File: src/rtl/pong_anim_pkg.sv
`default_nettype none
// ============================================================================
// Module      : pong_anim_pkg
// Description : Shared mode encodings and state type for the Pong LED
//               animator.
// Revision    : 1.0 - initial release
// ============================================================================
package pong_anim_pkg;

  // Controller mode encodings, sampled together with the start strobe
  localparam logic [1:0] MODE_IDLE  = 2'b00;
  localparam logic [1:0] MODE_PAUSE = 2'b01;
  localparam logic [1:0] MODE_GOAL  = 2'b10;
  localparam logic [1:0] MODE_WIN   = 2'b11;

  // Animator states
  typedef enum logic [1:0] {
    S_IDLE  = 2'd0,
    S_PAUSE = 2'd1,
    S_GOAL  = 2'd2,
    S_WIN   = 2'd3
  } state_t;

endpackage : pong_anim_pkg
`default_nettype wire

File: src/rtl/anim_step_timer.sv
`default_nettype none
// ============================================================================
// Module      : anim_step_timer
// Description : Step prescaler. Counts 0..DIV-1 and asserts tick on the
//               cycle whose edge wraps the count back to 0. Clear restarts
//               the count at 0 and suppresses the tick.
// Revision    : 1.0 - initial release
// ============================================================================
module anim_step_timer #(
  parameter int DIV = 1
) (
  input  logic BALL_CLOCK,
  input  logic RESET_N,
  input  logic clear,
  output logic tick
);

  // Counter is at least one bit wide so DIV=1 still has a legal register
  localparam int             CW     = (DIV > 1) ? $clog2(DIV) : 1;
  localparam logic [CW-1:0]  C_LAST = CW'(DIV - 1);

  logic [CW-1:0] r_cnt;
  logic          w_last;

  assign w_last = (r_cnt == C_LAST);
  assign tick   = w_last && !clear;

  // Prescaler count, restarted by clear and wrapped at DIV-1
  always_ff @(posedge BALL_CLOCK or negedge RESET_N) begin
    if (!RESET_N) begin
      r_cnt <= '0;
    end else if (clear || w_last) begin
      r_cnt <= '0;
    end else begin
      r_cnt <= r_cnt + 1'b1;
    end
  end

endmodule : anim_step_timer
`default_nettype wire

File: src/rtl/led_animator.sv
`default_nettype none
// ============================================================================
// Module      : led_animator
// Description : N-LED status animator for Pong. Plays goal chase, win
//               burst and pause patterns on a start strobe, with busy/done
//               status, a repeat count and a step prescaler.
//               Optional macro LED_ANIM_PAUSE_BLINK_EN makes PAUSE blink
//               (all ones / all zeros every 8 step ticks).
// Revision    : 1.0 - initial release
// ============================================================================
module led_animator
  import pong_anim_pkg::*;
#(
  parameter int N_LEDS  = 8,
  parameter int REPEATS = 3,
  parameter int DIV     = 1
) (
  input  logic              BALL_CLOCK,
  input  logic              RESET_N,
  input  logic              start,
  input  logic [1:0]        mode,
  input  logic              side,
  output logic [N_LEDS-1:0] led,
  output logic              busy,
  output logic              done
);

  localparam int                HALF        = N_LEDS / 2;
  localparam int                PW          = $clog2(REPEATS + 1);
  localparam logic [PW-1:0]     C_LAST_PASS = PW'(REPEATS - 1);
  localparam logic [N_LEDS-1:0] C_LSB       = N_LEDS'(1);
  localparam logic [N_LEDS-1:0] C_MSB       = C_LSB << (N_LEDS - 1);
  localparam logic [N_LEDS-1:0] C_CENTRE    = (C_LSB << (HALF - 1)) | (C_LSB << HALF);

  state_t            r_state;
  logic [N_LEDS-1:0] r_led;
  logic              r_busy;
  logic              r_done;
  logic [PW-1:0]     r_pass;
  logic              r_side;
`ifdef LED_ANIM_PAUSE_BLINK_EN
  logic [2:0]        r_blink_cnt;
`endif

  logic              w_tick;
  logic [N_LEDS-1:0] w_goal_next;
  logic [N_LEDS-1:0] w_goal_start;
  logic              w_goal_end;
  logic [N_LEDS-1:0] w_win_next;
  logic              w_win_end;
  logic              w_last_pass;

  anim_step_timer #(
    .DIV (DIV)
  ) u_step_timer (
    .BALL_CLOCK (BALL_CLOCK),
    .RESET_N    (RESET_N),
    .clear      (start),
    .tick       (w_tick)
  );

  // Goal chase runs toward the far end selected by the latched side
  assign w_goal_next  = r_side ? (r_led >> 1) : (r_led << 1);
  assign w_goal_start = r_side ? C_MSB : C_LSB;
  assign w_goal_end   = r_side ? r_led[0] : r_led[N_LEDS-1];

  // Win pair: upper half moves up, lower half moves down
  assign w_win_next   = {r_led[N_LEDS-2:HALF], 1'b0, 1'b0, r_led[HALF-1:1]};
  assign w_win_end    = r_led[0];

  assign w_last_pass  = (r_pass == C_LAST_PASS);

  assign led  = r_led;
  assign busy = r_busy;
  assign done = r_done;

  // Animator FSM with registered LED, busy and done outputs
  always_ff @(posedge BALL_CLOCK or negedge RESET_N) begin
    if (!RESET_N) begin
      r_state     <= S_IDLE;
      r_led       <= '0;
      r_busy      <= 1'b0;
      r_done      <= 1'b0;
      r_pass      <= '0;
      r_side      <= 1'b0;
`ifdef LED_ANIM_PAUSE_BLINK_EN
      r_blink_cnt <= 3'd0;
`endif
    end else begin
      r_done <= 1'b0;
      if (start) begin
        // A start always wins, even over a completion tick in the same cycle
        r_pass      <= '0;
        r_side      <= side;
`ifdef LED_ANIM_PAUSE_BLINK_EN
        r_blink_cnt <= 3'd0;
`endif
        case (mode)
          MODE_PAUSE: begin
            r_state <= S_PAUSE;
            r_led   <= '1;
            r_busy  <= 1'b1;
          end
          MODE_GOAL: begin
            r_state <= S_GOAL;
            r_led   <= side ? C_MSB : C_LSB;
            r_busy  <= 1'b1;
          end
          MODE_WIN: begin
            r_state <= S_WIN;
            r_led   <= C_CENTRE;
            r_busy  <= 1'b1;
          end
          default: begin
            r_state <= S_IDLE;
            r_led   <= '0;
            r_busy  <= 1'b0;
          end
        endcase
      end else if (w_tick) begin
        case (r_state)
          S_GOAL: begin
            if (!w_goal_end) begin
              r_led <= w_goal_next;
            end else if (w_last_pass) begin
              r_state <= S_IDLE;
              r_led   <= '0;
              r_busy  <= 1'b0;
              r_done  <= 1'b1;
              r_pass  <= '0;
            end else begin
              r_led  <= w_goal_start;
              r_pass <= r_pass + 1'b1;
            end
          end
          S_WIN: begin
            if (!w_win_end) begin
              r_led <= w_win_next;
            end else if (w_last_pass) begin
              r_state <= S_IDLE;
              r_led   <= '0;
              r_busy  <= 1'b0;
              r_done  <= 1'b1;
              r_pass  <= '0;
            end else begin
              r_led  <= C_CENTRE;
              r_pass <= r_pass + 1'b1;
            end
          end
          S_PAUSE: begin
`ifdef LED_ANIM_PAUSE_BLINK_EN
            // Toggle the whole bar after every eighth step tick
            if (r_blink_cnt == 3'd7) begin
              r_led       <= ~r_led;
              r_blink_cnt <= 3'd0;
            end else begin
              r_blink_cnt <= r_blink_cnt + 3'd1;
            end
`else
            r_led <= '1;
`endif
          end
          default: begin
            r_led  <= '0;
            r_busy <= 1'b0;
          end
        endcase
      end
    end
  end

endmodule : led_animator
`default_nettype wire

File: config.mk
export PLATFORM = sky130hd
export DESIGN_NAME = led_animator
export DESIGN_NICKNAME = d
export VERILOG_FILES = /design/src/rtl/pong_anim_pkg.sv /design/src/rtl/anim_step_timer.sv /design/src/rtl/led_animator.sv
export SDC_FILE = /design/constraint.sdc
export NUM_CORES = 1
export LEC_CHECK = 0
export ABC_CLOCK_PERIOD_IN_PS = 4100
export CAP_MARGIN = 40
export CORE_MARGIN = 10
export CORE_UTILIZATION = 56
export CTS_BUF_LIST = sky130_fd_sc_hd__clkbuf_2 sky130_fd_sc_hd__clkbuf_4 sky130_fd_sc_hd__clkbuf_8
export DETAILED_ROUTE_END_ITERATION = 8
export PLACE_DENSITY = 0.9
export SLEW_MARGIN = 20
export SYNTH_ARGS = -nofsm -noshare
export SYNTH_HDL_FRONTEND = slang
export SYNTH_SLANG_ARGS = --single-unit
File: constraint.sdc
create_clock -name BALL_CLOCK -period 4.1 [get_ports BALL_CLOCK]
set_clock_uncertainty 0.1 [all_clocks]
set_input_delay 0.615 -clock BALL_CLOCK [delete_from_list [all_inputs] [get_ports BALL_CLOCK]]
set_output_delay 0.615 -clock BALL_CLOCK [all_outputs]
set_load 0.01 [all_outputs]
==> results of run 1 <==
[sequential cells by signal (all words and copies together) (netlist names)]
| signal | count |
|---|---|
| busy | 1 |
| done | 1 |
| led | 8 |
| r_pass | 2 |
| r_side | 1 |
| r_state | 2 |
| u_step_timer.r_cnt | 1 |
[synthesized netlist by cell type (2+ instances only)]
cell type,count
a21oi_1,2
o21ai_0,9
a311oi_1,2
nand3_1,2
nor2b_1,10
a22o_1,2
dfrtp_1,16
a31oi_1,2
clkbuf_1,4
inv_1,2
nor2_1,16
o211ai_1,4
nand2b_1,5
nand2_1,6
nor3_1,2
mux2i_1,5
[critical path: stages]
cell and delay, ns:
clkdlybuf4s50_1 0.90, nor2_1 0.23, nand2_1 0.13, nor3_2 0.05
a2111oi_0 0.39
[area by class of cell]
class                      instances  area [µm²]
fill                             119       422.9
inverter                           2       7.507
sequential                        16       400.4
tap                               16       20.02
multi-input combinational         86       539.3
clock buffer                       4       36.28
timing repair buffer              15       150.1
[worst max-delay path by stage]
| stage | slack, ns | endpoint | start | cells after the start |
|---|---|---|---|---|
| floorplan | 2.36 | r_side$_DFFE_PN0P_ | start | 3 |
| global placement | 1.70 | busy$_DFFE_PN0P_ | start | 5 |
| detailed placement | 1.57 | busy$_DFFE_PN0P_ | start | 5 |
| CTS | 1.87 | led[0] | led[0]$_DFFE_PN0P_ | 1 |
| global route | 1.78 | led[0] | led[0]$_DFFE_PN0P_ | 1 |
| finish | 1.85 | busy$_DFFE_PN0P_ | start | 5 |
[layer usage]
layer | global-route usage | vias up | part of all wire
met5 | 0 | - | 0
met4 | 0.07962 | 0 | 0.036
met3 | 0.03292 | 13 | 0.095
met2 | 0.2343 | 68 | 0.46
met1 | 0.1736 | 422 | 0.41
li1 | - | 426 | -
[logic make-up (layout without fill, tap and decap cells)]
logic type / Yosys count / after routing / share of synthesized area
AO/OA/AOI/OAI: 32 / 32 / 0.2371
buffers and inverters: 8 / 21 / 0.03221
flip-flops: 16 / 16 / 0.4124
other: 1 / 1 / 0.003862
multiplexers: 6 / 6 / 0.06315
AND/OR/NAND/NOR: 47 / 47 / 0.2513
[metrics by stage]
step | worst slack (ns) | hold slack, ns
floorplan | 2.356 | 0.2194
finish | 1.846 | 0.4715
CTS | 1.865 | 0.4763
detailed placement | 1.570 | 0.4532
global route | 1.779 | 0.4944
global placement | 1.701 | 0.4422
[report_power, final]
part	total, µW	leakage (µW)	switching [µW]	internal (µW)
combinational	102	0.000238	48.8	53.3
clock	106	0.0000210	51.7	54.1
sequential	203	0.000199	30.5	173
==> flow_summary.yaml, run 1 <==
status:
  status: "complete, no violations"
synthesis:
  yosysTopAreaCell: "dfrtp_1"
  synthArstFlopShare: 1.000
  synth_edf_count: 0
  avgSynthCellArea_um2: 8.827
  ys_warn_count: 0
  synth_fp_nets: 116
  syn-cell-area_um2: 970.9
  ys_top_cells_by_area: "dfrtp_1 (41%), nor2b_1 (6.4%), nor2_1 (6.2%), mux2i_1 (5.2%), o21ai_0 (4.6%)"
  syn_inst: 110
  ys_seq_area_frac: 0.4124
  synth_top_area_share: 0.4124
  synth_cell_types: 37
  ys.flop_type: "dfrtp_1"
  ys_seq_elements: 16
pwr:
  power.leakage_uw: 0.0004572
  worst_ir_drop_vdd_v: 0.0002019
  power_density_mw_per_mm2: 356.4
  finalPower_uw: 411.2
timing:
  worst_pin_slew_ns: 0.7023
  relSlewSlack: 0.5303
  fmax_ghz: 0.4436
  period_minus_slack_ns: 2.254
  slew_viol_final: 0
  period_share: 0.5498
  setup-tns-final_ns: 0
  setup_violations: 0
  hold_viol_final: 0
  rsz0062_at_grt: "no"
critical_path:
  setup.worst_path.start_class: "input port"
  r2r-start: "r_side$_DFFE_PN0P_"
  r2r-end: "r_pass[0]$_DFFE_PN0P_"
  r2r_cells: 4
  worst-setup-path-type: "in2reg"
  endpoint_kind: "flip-flop"
  rrSetupSlack_ns: 2.29
  critical_path_peak_fanout: 20
  cp.required_ns: 4.16
  cp_data_arrival_time_ns: 2.31
min_path:
  worstHoldEndpoint: "led[3]$_DFFE_PN0P_"
  hold_class: "reg2reg"
  worstHoldPathCells: 2
  min_from: "led[3]$_DFFE_PN0P_"
clocking:
  cts_root_buf: "clkbuf_4"
  clk_pin_slew_worst_paths_ns: 0.10
  cts_setup_buffers: 0
  cts_buffer_depth: 2
  cts-hold-fix-buffers: 0
  ctsResizeCount: 0
  clock-sinks: 16
  clkLatencyLatePin_ns: 0.29
  tritoncts: "done"
  cts_buffers: 3
  htree_levels: 1
global_route:
  grt_pass1_wl_um: 4188
  grtUsageTotal: 0.1449
  overflow: 0
  grt_start_max_net_pins: 21
  first_global_vias: 895
  antenna_found_initial: 0
finish:
  fin_util: 0.7317
  instances_no_fill: 139
  drive_gt1_frac: 0.05691
  n_antenna_cell: 0
  mostFrequentLayoutCells: "nor2_1 (16), dfrtp_1 (16), clkdlybuf4s50_1 (15), nor2b_1 (10), o21ai_0 (9)"
  design_area_mm2: 0.001154
  fin_nets: 130
  synthToLayoutAreaGrowth_pct: 18.81
route:
  drc: 0
  drt_wl_total_um: 2495
  drtIter0Drc: 51
  vias: 929
  antenna_left: 0
  viasPerCell: 6.683
  wire_per_inst_um: 17.95
  first_pass_iters: 4
placed_design:
  dp.cells: 135
  place_congestion: 0.9029
  dpl_cell_area_mm2: 0.001117
  place_hpwl_um: 1746
  portBuffers: 15
die:
  dieArea_mm2: 0.003799
  die_width_um: 61.64
  coreArea_mm2: 0.001577
  ios: 16
  std_cell_rows: 14
  die-height_um: 61.64
  initial_utilization: 0.6159
job:
  maxCapViolations: 0
Power figures use the tool's default switching activity.
==> run 2, diff against run 1 <==
--- a/config.mk
+++ b/config.mk
@@ -5,13 +5,13 @@
 export SDC_FILE = /design/constraint.sdc
 export NUM_CORES = 1
 export LEC_CHECK = 0
-export ABC_CLOCK_PERIOD_IN_PS = 4100
+export ABC_CLOCK_PERIOD_IN_PS = 2300
 export CAP_MARGIN = 40
 export CORE_MARGIN = 10
-export CORE_UTILIZATION = 56
+export CORE_UTILIZATION = 54
 export CTS_BUF_LIST = sky130_fd_sc_hd__clkbuf_2 sky130_fd_sc_hd__clkbuf_4 sky130_fd_sc_hd__clkbuf_8
 export DETAILED_ROUTE_END_ITERATION = 8
-export PLACE_DENSITY = 0.9
+export PLACE_DENSITY = 0.88
 export SLEW_MARGIN = 20
 export SYNTH_ARGS = -nofsm -noshare
 export SYNTH_HDL_FRONTEND = slang
==> constraint.sdc (replaced) <==
create_clock -name BALL_CLOCK -period 2.3 [get_ports BALL_CLOCK]
set_clock_uncertainty 0.1 [all_clocks]
set_input_delay 0.345 -clock BALL_CLOCK [delete_from_list [all_inputs] [get_ports BALL_CLOCK]]
set_output_delay 0.345 -clock BALL_CLOCK [all_outputs]
set_load 0.01 [all_outputs]
==> run 2 against run 1 <==
Critical path depth decreased by 4; worst hold slack got worse by 0.093 ns; via count decreased by 1.2%; total power increased by 79%; combinational power increased by 88%; final area increased by 2.3%; routed wire length decreased by 1.7%; clock power increased by 78%; critical path type is now reg2out; die area increased by 2.5%; utilization decreased by 4.1 points.
==> flow_summary.yaml, run 2 (synthesis results as in run 1) <==
route:
  first_pass_iters: 4
  drtIter0Drc: 41
  antenna_left: 0
  drt_wl_total_um: 2453
  viasPerCell: 6.120
  wire_per_inst_um: 16.35
  vias: 918
  drc: 0
pwr:
  worst_ir_drop_vdd_v: 0.0004290
  power.leakage_uw: 0.0004669
  power_density_mw_per_mm2: 624.0
  finalPower_uw: 736.3
critical_path:
  cp_slowest_cell: "clkdlybuf4s50_1"
  endpoint_kind: "primary output"
  setup.worst_path.start_class: "flip-flop"
  critPathMaxStageDelay_ns: 0.62
  worst-setup-path-type: "reg2out"
  cp_data_arrival_time_ns: 1.51
  cp_top_family: "buffers and inverters"
  critical_path_peak_fanout: 13
  rrSetupSlack_ns: 0.51
  crit_buf_inv: 1
  r2r-start: "r_side$_DFFE_PN0P_"
  r2r_cells: 4
  path_cells: "clkdlybuf4s50_1"
  r2r-end: "r_pass[1]$_DFFE_PN0P_"
  cp.required_ns: 1.86
timing:
  relSlewSlack: 0.5139
  setup_violations: 0
  worst_pin_slew_ns: 0.7269
  slew_viol_final: 0
  period_minus_slack_ns: 1.959
  timing.hold.ws_ns: 0.3785
  setup-tns-final_ns: 0
  rsz0062_at_grt: "no"
  period_share: 0.8519
  fmax_ghz: 0.5104
  hold_viol_final: 0
finish:
  fin_nets: 132
  instances_no_fill: 150
  mostFrequentLayoutCells: "nor2_1 (16), dfrtp_1 (16), clkdlybuf4s50_1 (15), nor2b_1 (10), o21ai_0 (9)"
  n_antenna_cell: 0
  design_area_mm2: 0.001180
  synthToLayoutAreaGrowth_pct: 21.52
  drive_gt1_frac: 0.07200
  largest_reg_flops: 8
die:
  ios: 16
  dieArea_mm2: 0.003894
  initial_utilization: 0.5685
  die-height_um: 62.41
  die_width_um: 62.41
  std_cell_rows: 15
  coreArea_mm2: 0.001708
placed_design:
  portBuffers: 15
  dpl_cell_area_mm2: 0.001144
  place_congestion: 0.9635
  dp.cells: 146
  place_hpwl_um: 1816
global_route:
  grt_pass1_wl_um: 4071
  overflow: 0
  first_global_vias: 862
  antenna_found_initial: 0
  grtUsageTotal: 0.1233
  grt_start_max_net_pins: 17
clocking:
  cts_root_buf: "clkbuf_4"
  clock-sinks: 16
  htree_levels: 1
  cts_buffers: 3
  ctsResizeCount: 0
  cts_buffer_depth: 2
  clk_pin_slew_worst_paths_ns: 0.09
  tritoncts: "done"
  cts-hold-fix-buffers: 0
  clkLatencyLatePin_ns: 0.29
  cts_setup_buffers: 0
status:
  status: "complete, no violations"
job:
  maxCapViolations: 0
min_path:
  hold_class: "in2async"
run 2: cell types whose count changed in the layout (fill, tap and decap cells not counted), sizes merged:
cell	delta
buf	+2
run 2: metal layers:
layer	GRT usage	vias up	routed length, µm
met4	0.04749	0	30
li1	-	432	-
met2	0.1936	50	1146
met1	0.1620	431	1066
met5	0	-	0
met3	0.02330	5	209
run 2: area by class of cell:
type / count / area (µm²)
multi-input cells: 86 / 539.3
well taps: 25 / 31.28
inverters: 2 / 7.507
clock buffers: 4 / 36.28
repair buffers: 17 / 165.2
flip-flops and latches: 16 / 400.4
fillers: 131 / 528.0
run 2: stage by stage:
stage	worst slack, ns	utilization
2_1_floorplan	0.7044	-
3_3_place_gp	0.4402	0.6696
3_5_place_dp	0.3893	0.6696
4_1_cts	0.3403	0.6908
5_1_grt	0.2773	0.6908
6_report	0.3407	0.6908
run 2: how the worst max path moves through the flow:
stage / from / endpoint / slack [ns] / cells after the start
2_1_floorplan: led[7]$_DFFE_PN0P_ / r_pass[0]$_DFFE_PN0P_ / 0.70 / 4
3_3_place_gp: start / busy$_DFFE_PN0P_ / 0.44 / 5
3_5_place_dp: start / led[6]$_DFFE_PN0P_ / 0.39 / 5
4_1_cts: led[0]$_DFFE_PN0P_ / led[0] / 0.34 / 1
5_1_grt: led[0]$_DFFE_PN0P_ / led[0] / 0.28 / 1
6_report: led[0]$_DFFE_PN0P_ / led[0] / 0.34 / 1
run 2: power by group:
group	total [µW]	switching, µW	internal, µW
clock	189	92.5	96.5
sequential	355	47.3	308
combinational	192	93.4	98.6
total	736	233	503
